### src/rtl/snes_pkg.sv
// Shared types and default constants for the SNES clock/strobe generator.
package snes_pkg;

    typedef enum logic [1:0] {
        IDLE  = 2'd0,
        CONT  = 2'd1,
        BURST = 2'd2
    } state_e;

    localparam int unsigned DEFAULT_HALF = 25;
    localparam logic        IDLE_LVL     = 1'b1;

endpackage

### src/rtl/snes_half_counter.sv
// Half-period counter: counts up while enabled and flags terminal count when it reaches half_i.
module snes_half_counter #(
    parameter int unsigned CNT_W = 14
) (
    input  logic             clk_i,
    input  logic             reset,
    input  logic             clr_i,
    input  logic             en_i,
    input  logic [CNT_W-1:0] half_i,
    output logic             tc_c
);

    logic [CNT_W-1:0] cnt_q;
    logic [CNT_W-1:0] cnt_d;

    always_comb begin
        tc_c  = en_i && (cnt_q == half_i);
        cnt_d = cnt_q;
        if (clr_i) begin
            cnt_d = '0;
        end else if (en_i) begin
            cnt_d = tc_c ? '0 : cnt_q + CNT_W'(1);
        end
    end

    always_ff @(posedge clk_i) begin
        if (reset) begin
            cnt_q <= '0;
        end else begin
            cnt_q <= cnt_d;
        end
    end

endmodule

### src/rtl/snes_clock_gen.sv
// Programmable SNES controller clock with continuous and N-pulse burst modes,
// edge strobes in the clk_i domain, and glitch-free half-period reloads.
module snes_clock_gen #(
    parameter int unsigned CNT_W        = 14,
    parameter int unsigned DEFAULT_HALF = snes_pkg::DEFAULT_HALF,
    parameter int unsigned BURST_W      = 5,
    parameter logic        IDLE_LVL     = snes_pkg::IDLE_LVL
) (
    input  logic               clk_i,
    input  logic               reset,
    input  logic               en_i,
    input  logic               mode_i,
    input  logic               start_i,
    input  logic [CNT_W-1:0]   half_period_i,
    input  logic               load_i,
    input  logic [BURST_W-1:0] burst_len_i,
    output logic               clk_o,
    output logic               rise_o,
    output logic               fall_o,
    output logic               busy_o,
    output logic               done_o,
    output logic [BURST_W-1:0] pulse_cnt_o
);

    import snes_pkg::*;

    state_e             state_q, state_d;
    logic [CNT_W-1:0]   h_q, h_d;
    logic               pend_vld_q, pend_vld_d;
    logic [CNT_W-1:0]   pend_val_q, pend_val_d;
    logic [BURST_W-1:0] n_q, n_d;
    logic [BURST_W-1:0] pcnt_q, pcnt_d;
    logic               clk_q, clk_d;
    logic               rise_q, rise_d;
    logic               fall_q, fall_d;
    logic               busy_q, busy_d;
    logic               done_q, done_d;

    logic               cnt_clr_c;
    logic               cnt_en_c;
    logic               tc_c;
    logic               toggle_c;
    logic               ret_c;
    logic               apply_c;
    logic [BURST_W-1:0] pcnt_inc_c;

    snes_half_counter #(
        .CNT_W (CNT_W)
    ) u_half_counter (
        .clk_i  (clk_i),
        .reset  (reset),
        .clr_i  (cnt_clr_c),
        .en_i   (cnt_en_c),
        .half_i (h_q),
        .tc_c   (tc_c)
    );

    always_comb begin
        state_d    = state_q;
        h_d        = h_q;
        pend_vld_d = pend_vld_q;
        pend_val_d = pend_val_q;
        n_d        = n_q;
        pcnt_d     = pcnt_q;
        clk_d      = clk_q;
        rise_d     = 1'b0;
        fall_d     = 1'b0;
        done_d     = 1'b0;
        cnt_clr_c  = 1'b0;
        cnt_en_c   = 1'b0;
        toggle_c   = 1'b0;
        pcnt_inc_c = pcnt_q + BURST_W'(1);

        // A return edge is a toggle that brings clk_o back to its idle level.
        ret_c = tc_c && (clk_q != IDLE_LVL);

        unique case (state_q)
            IDLE: begin
                cnt_clr_c = 1'b1;
                clk_d     = IDLE_LVL;
                if (start_i && mode_i) begin
                    state_d = BURST;
                    n_d     = burst_len_i;
                    pcnt_d  = '0;
                end else if (en_i && !mode_i) begin
                    state_d = CONT;
                end
            end
            CONT: begin
                cnt_en_c = 1'b1;
                toggle_c = tc_c;
                if (ret_c && !en_i) begin
                    state_d = IDLE;
                end
            end
            BURST: begin
                if (n_q == '0) begin
                    cnt_clr_c = 1'b1;
                    ret_c     = 1'b0;
                    state_d   = IDLE;
                    done_d    = 1'b1;
                end else begin
                    cnt_en_c = 1'b1;
                    toggle_c = tc_c;
                    if (ret_c) begin
                        pcnt_d = pcnt_inc_c;
                        if (pcnt_inc_c == n_q) begin
                            state_d = IDLE;
                            done_d  = 1'b1;
                        end
                    end
                end
            end
            default: begin
                state_d = IDLE;
                ret_c   = 1'b0;
            end
        endcase

        if (toggle_c) begin
            clk_d  = ~clk_q;
            rise_d = ~clk_q;
            fall_d = clk_q;
        end

        // Half-period changes only at pulse boundaries so no runt half-period is emitted.
        apply_c = (state_q == IDLE) || ret_c;
        if (load_i) begin
            if (apply_c) begin
                h_d        = half_period_i;
                pend_vld_d = 1'b0;
            end else begin
                pend_vld_d = 1'b1;
                pend_val_d = half_period_i;
            end
        end else if (apply_c && pend_vld_q) begin
            h_d        = pend_val_q;
            pend_vld_d = 1'b0;
        end

        busy_d = (state_d != IDLE);
    end

    always_ff @(posedge clk_i) begin
        if (reset) begin
            state_q    <= IDLE;
            h_q        <= CNT_W'(DEFAULT_HALF);
            pend_vld_q <= 1'b0;
            pend_val_q <= '0;
            n_q        <= '0;
            pcnt_q     <= '0;
            clk_q      <= IDLE_LVL;
            rise_q     <= 1'b0;
            fall_q     <= 1'b0;
            busy_q     <= 1'b0;
            done_q     <= 1'b0;
        end else begin
            state_q    <= state_d;
            h_q        <= h_d;
            pend_vld_q <= pend_vld_d;
            pend_val_q <= pend_val_d;
            n_q        <= n_d;
            pcnt_q     <= pcnt_d;
            clk_q      <= clk_d;
            rise_q     <= rise_d;
            fall_q     <= fall_d;
            busy_q     <= busy_d;
            done_q     <= done_d;
        end
    end

    assign clk_o       = clk_q;
    assign rise_o      = rise_q;
    assign fall_o      = fall_q;
    assign busy_o      = busy_q;
    assign done_o      = done_q;
    assign pulse_cnt_o = pcnt_q;

endmodule

### config.mk
export PLATFORM = sky130hd
export DESIGN_NAME = snes_clock_gen
export DESIGN_NICKNAME = d
export VERILOG_FILES = /design/src/rtl/snes_pkg.sv /design/src/rtl/snes_half_counter.sv /design/src/rtl/snes_clock_gen.sv
export SDC_FILE = /design/constraint.sdc
export NUM_CORES = 1
export LEC_CHECK = 0
export ABC_AREA = 1
export CORE_MARGIN = 2
export CORE_UTILIZATION = 56
export DETAILED_ROUTE_END_ITERATION = 10
export PLACE_DENSITY_LB_ADDON = 0.08
export SYNTH_ARGS = -nofsm -noshare
export SYNTH_HDL_FRONTEND = slang
export SYNTH_SLANG_ARGS = --single-unit
### constraint.sdc
create_clock -name clk_i -period 2.1 [get_ports clk_i]
set_input_delay 0.42 -clock clk_i [delete_from_list [all_inputs] [get_ports clk_i]]
set_output_delay 0.42 -clock clk_i [all_outputs]
set_load 0.03 [all_outputs]
==> results.yml <==
timing:
  skew_ps: 8.60
  post-route-period-util: 0.941
  post-route-min-period_ps: 1980
  setup_viol: 0
  tightest_slew_ps: 392
  timing.setup.tns_ps: 0
  rsz0062_at_grt: "true"
  setup_slack_ps: 124
  fmaxAchievable_mhz: 506
  hold_viol_final: 0
  slew_headroom: 0.736
  drv_slew: 0
synthesis:
  synth_area_um2: 3170
  synthAdderAreaFrac: 0.0237
  synth_seq_cells: 60
  ys.warnings.count: 0
  synthDistinctLibCells: 34
  synthTopCellsByArea: "dfxtp_1 (38%), nand2_1 (15%), inv_1 (7.0%)"
  ys_seq_area_frac: 0.379
  yosys.area.top_type: "dfxtp_1"
  synth_mux_area_frac: 0
  synth_compound_area_frac: 0.134
  syn_inst: 474
  synth_xor_area_frac: 0.0138
  syn_nets: 505
  synth_top_family_by_area: "simple AND/OR/NAND/NOR gates"
  synth_top_area_frac: 0.379
  synth-simple-area-share: 0.340
  syn_area_per_cell_um2: 6.68
power_and_ir_drop:
  internal_power_uw: 1910
  leakage_uw: 0.00158
  swShare: 0.285
  clock_power_share: 0.383
  p_sw_uw: 764
  ir_drop_v: 0.000674
  power_density_nw_per_um2: 711
  p_comb_frac: 0.158
  p_seq_frac: 0.460
grt:
  overflow: 0
  antenna_found_initial: 0
  grt_pass1_wl_um: 12000
  grt_pass1_vias: 2703
  grt_max_degree: 35
  track_usage: 0.241
finish:
  drive_above_1_share: 0.0927
  fin_area_um2: 3770
  nets: 544
  n_antenna_cell: 0
  fin_util: 0.689
  area_growth_pct: 19.0
cts:
  h-tree-depth: 3
  ctsHoldBuffers: 0
  cts.sink_count: 60
  clock_path_buffers: 2
  clkTransAtPathRegs_ps: 70
  cts_tree: "built"
  post-cts-setup-buffers: 0
  insertion_delay_ps: 340
  numCtsBuffers: 9
  root_buffer: "clkbuf_8"
  ctsResizeCount: 0
outcome:
  status: "finished clean"
route:
  drt_iter0_drc: 240
  antenna_left: 0
  totalWireLength_um: 7030
  post_drt_wl_per_cell_um: 11.9
  via_per_inst: 5.16
  via_count: 3046
  drcViolationCount: 0
  firstDrtPassIters: 5
worst_hold_path:
  hold_class: "flip-flop to flip-flop"
place:
  gp_congestion: 0.857
  placed_cell_area_um2: 3570
  io_buffers: 34
  place_hpwl_um: 5120
  dp_slack_ps: 152
die:
  core.rowCount: 27
  die_w_um: 79.2
  fp.coreArea_um2: 5470
  num_io_pins: 35
  start_util: 0.579
  fp.dieArea_um2: 6280
  die_h_um: 79.2
critical_path:
  crit_fanout: 15
  path_cells: "inv_1 > ha_1 > nand2_1 > nand2_1 > nand2_2 > nor2_8 > nand3_4 > nand2_4 > nand2_4 > nand2_1 > a21oi_1"
  crit_path_end_kind: "flip-flop"
  slowest_stage: "dfxtp_1"
  crit_family: "simple AND/OR/NAND/NOR gates"
  required_ps: 2310
  worst-path-buf-inv: 1
  cp_common_cell: "nand2_1"
  critical_path.max_stage_delay_ps: 340
  critPathLaunchType: "flip-flop"
  worstSetupPathType: "flip-flop to flip-flop"
  cp.arrival_ps: 2190
job:
  drv_cap: 0
## Yosys cell counts
library cell,instances
o21ai_0,25
nor2_8,1
o21ai_1,15
or2_2,2
clkbuf_1,9
nand2_1,130
nand2_4,2
ha_1,6
xnor2_1,3
buf_6,3
buf_2,1
a21oi_1,34
nand3_1,36
nand4_1,12
nor3_1,8
nor4_1,1
xor2_1,2
a31oi_1,1
nand2_2,3
inv_1,59
buf_8,1
o21bai_1,1
dfxtp_1,60
nand3_2,1
a211oi_1,2
or2_0,1
nor3_2,1
o21a_1,2
a21boi_2,1
nor2_1,37
nand3_4,2
inv_2,9
buf_1,1
nor2_2,2
## cell families after synthesis
kind of cell,after synthesis
simple gates,239
compound gates,81
xor+xnor,5
flops,60
buf+inv,83
fa+ha+maj,6
## layer usage
layer / vias to the layer above / share of wire / GRT usage
li1: 1606 / - / -
met1: 1368 / 0.50 / 0.328
met2: 59 / 0.45 / 0.379
met3: 13 / 0.041 / 0.0659
met4: 0 / 0.016 / 0.0621
met5: - / 0 / 0
## tightest hold or removal path, cell delays in order, from the launching register on
cell and delay (ps):
dfxtp_1 320, nand2_1 60, a21oi_1 50
## power groups by stage
stage,registers [uW],clock network (uW),logic (uW)
after global routing,1240,1100,487
after global placement,1250,0,407
after detailed placement,1260,0,415
final,1230,1030,422
after CTS,1230,1040,417
after floorplan,1250,0,305
## path summary, 6_finish.rpt
| path | startpoint | slack [ps] | end | cells after the start |
|---|---|---|---|---|
| setup / recovery | state_q[0] | 120 | h_q[2] | 11 |
| hold / removal | h_q[10] | 480 | h_q[10] | 2 |
| setup reg to reg | state_q[0] | 120 | h_q[2] | 11 |
| hold reg to reg | h_q[10] | 480 | h_q[10] | 2 |
## cells in the final DEF, fill, tap and decap left out, drive strengths merged, types with 2 or more instances in the layout
cell type / n
xor2: 2
nand4: 12
buf: 8
clkbuf: 10
xnor2: 3
inv: 68
nor2: 40
ha: 6
a211oi: 2
nor3: 9
nand2: 135
or2: 3
clkdlybuf4s50: 34
o21a: 2
nand3: 40
dfxtp: 60
o21ai: 40
clkinv: 4
a21oi: 34
## per-stage QoR
stage	hold slack (ps)	total power, uW	cells
3_3_place_gp	467	1660	573
2_1_floorplan	448	1560	474
5_1_grt	514	2820	590
3_5_place_dp	472	1670	573
6_report	480	2680	590
4_1_cts	480	2690	589
## registers in the layout, indices dropped and copies added, names as in the netlist
signal / count
n_q: 5
h_q: 14
pend_vld_q: 1
pend_val_q: 14
clk_o: 1
busy_o: 1
done_o: 1
pulse_cnt_o: 5
u_half_counter.cnt_q: 14
state_q: 2
rise_o: 1
fall_o: 1
## layout make-up
| cell class | count | area (um2) |
|---|---|---|
| fillers | 503 | 1700 |
| repair buffers | 42 | 400 |
| clock buffers | 10 | 128 |
| clock inverters | 6 | 65.1 |
| well taps | 72 | 90.1 |
| inverters | 68 | 255 |
| flip-flops and latches | 60 | 1200 |
| multi-input cells | 332 | 1630 |
Note: power is estimated with default switching activity, not from simulation.
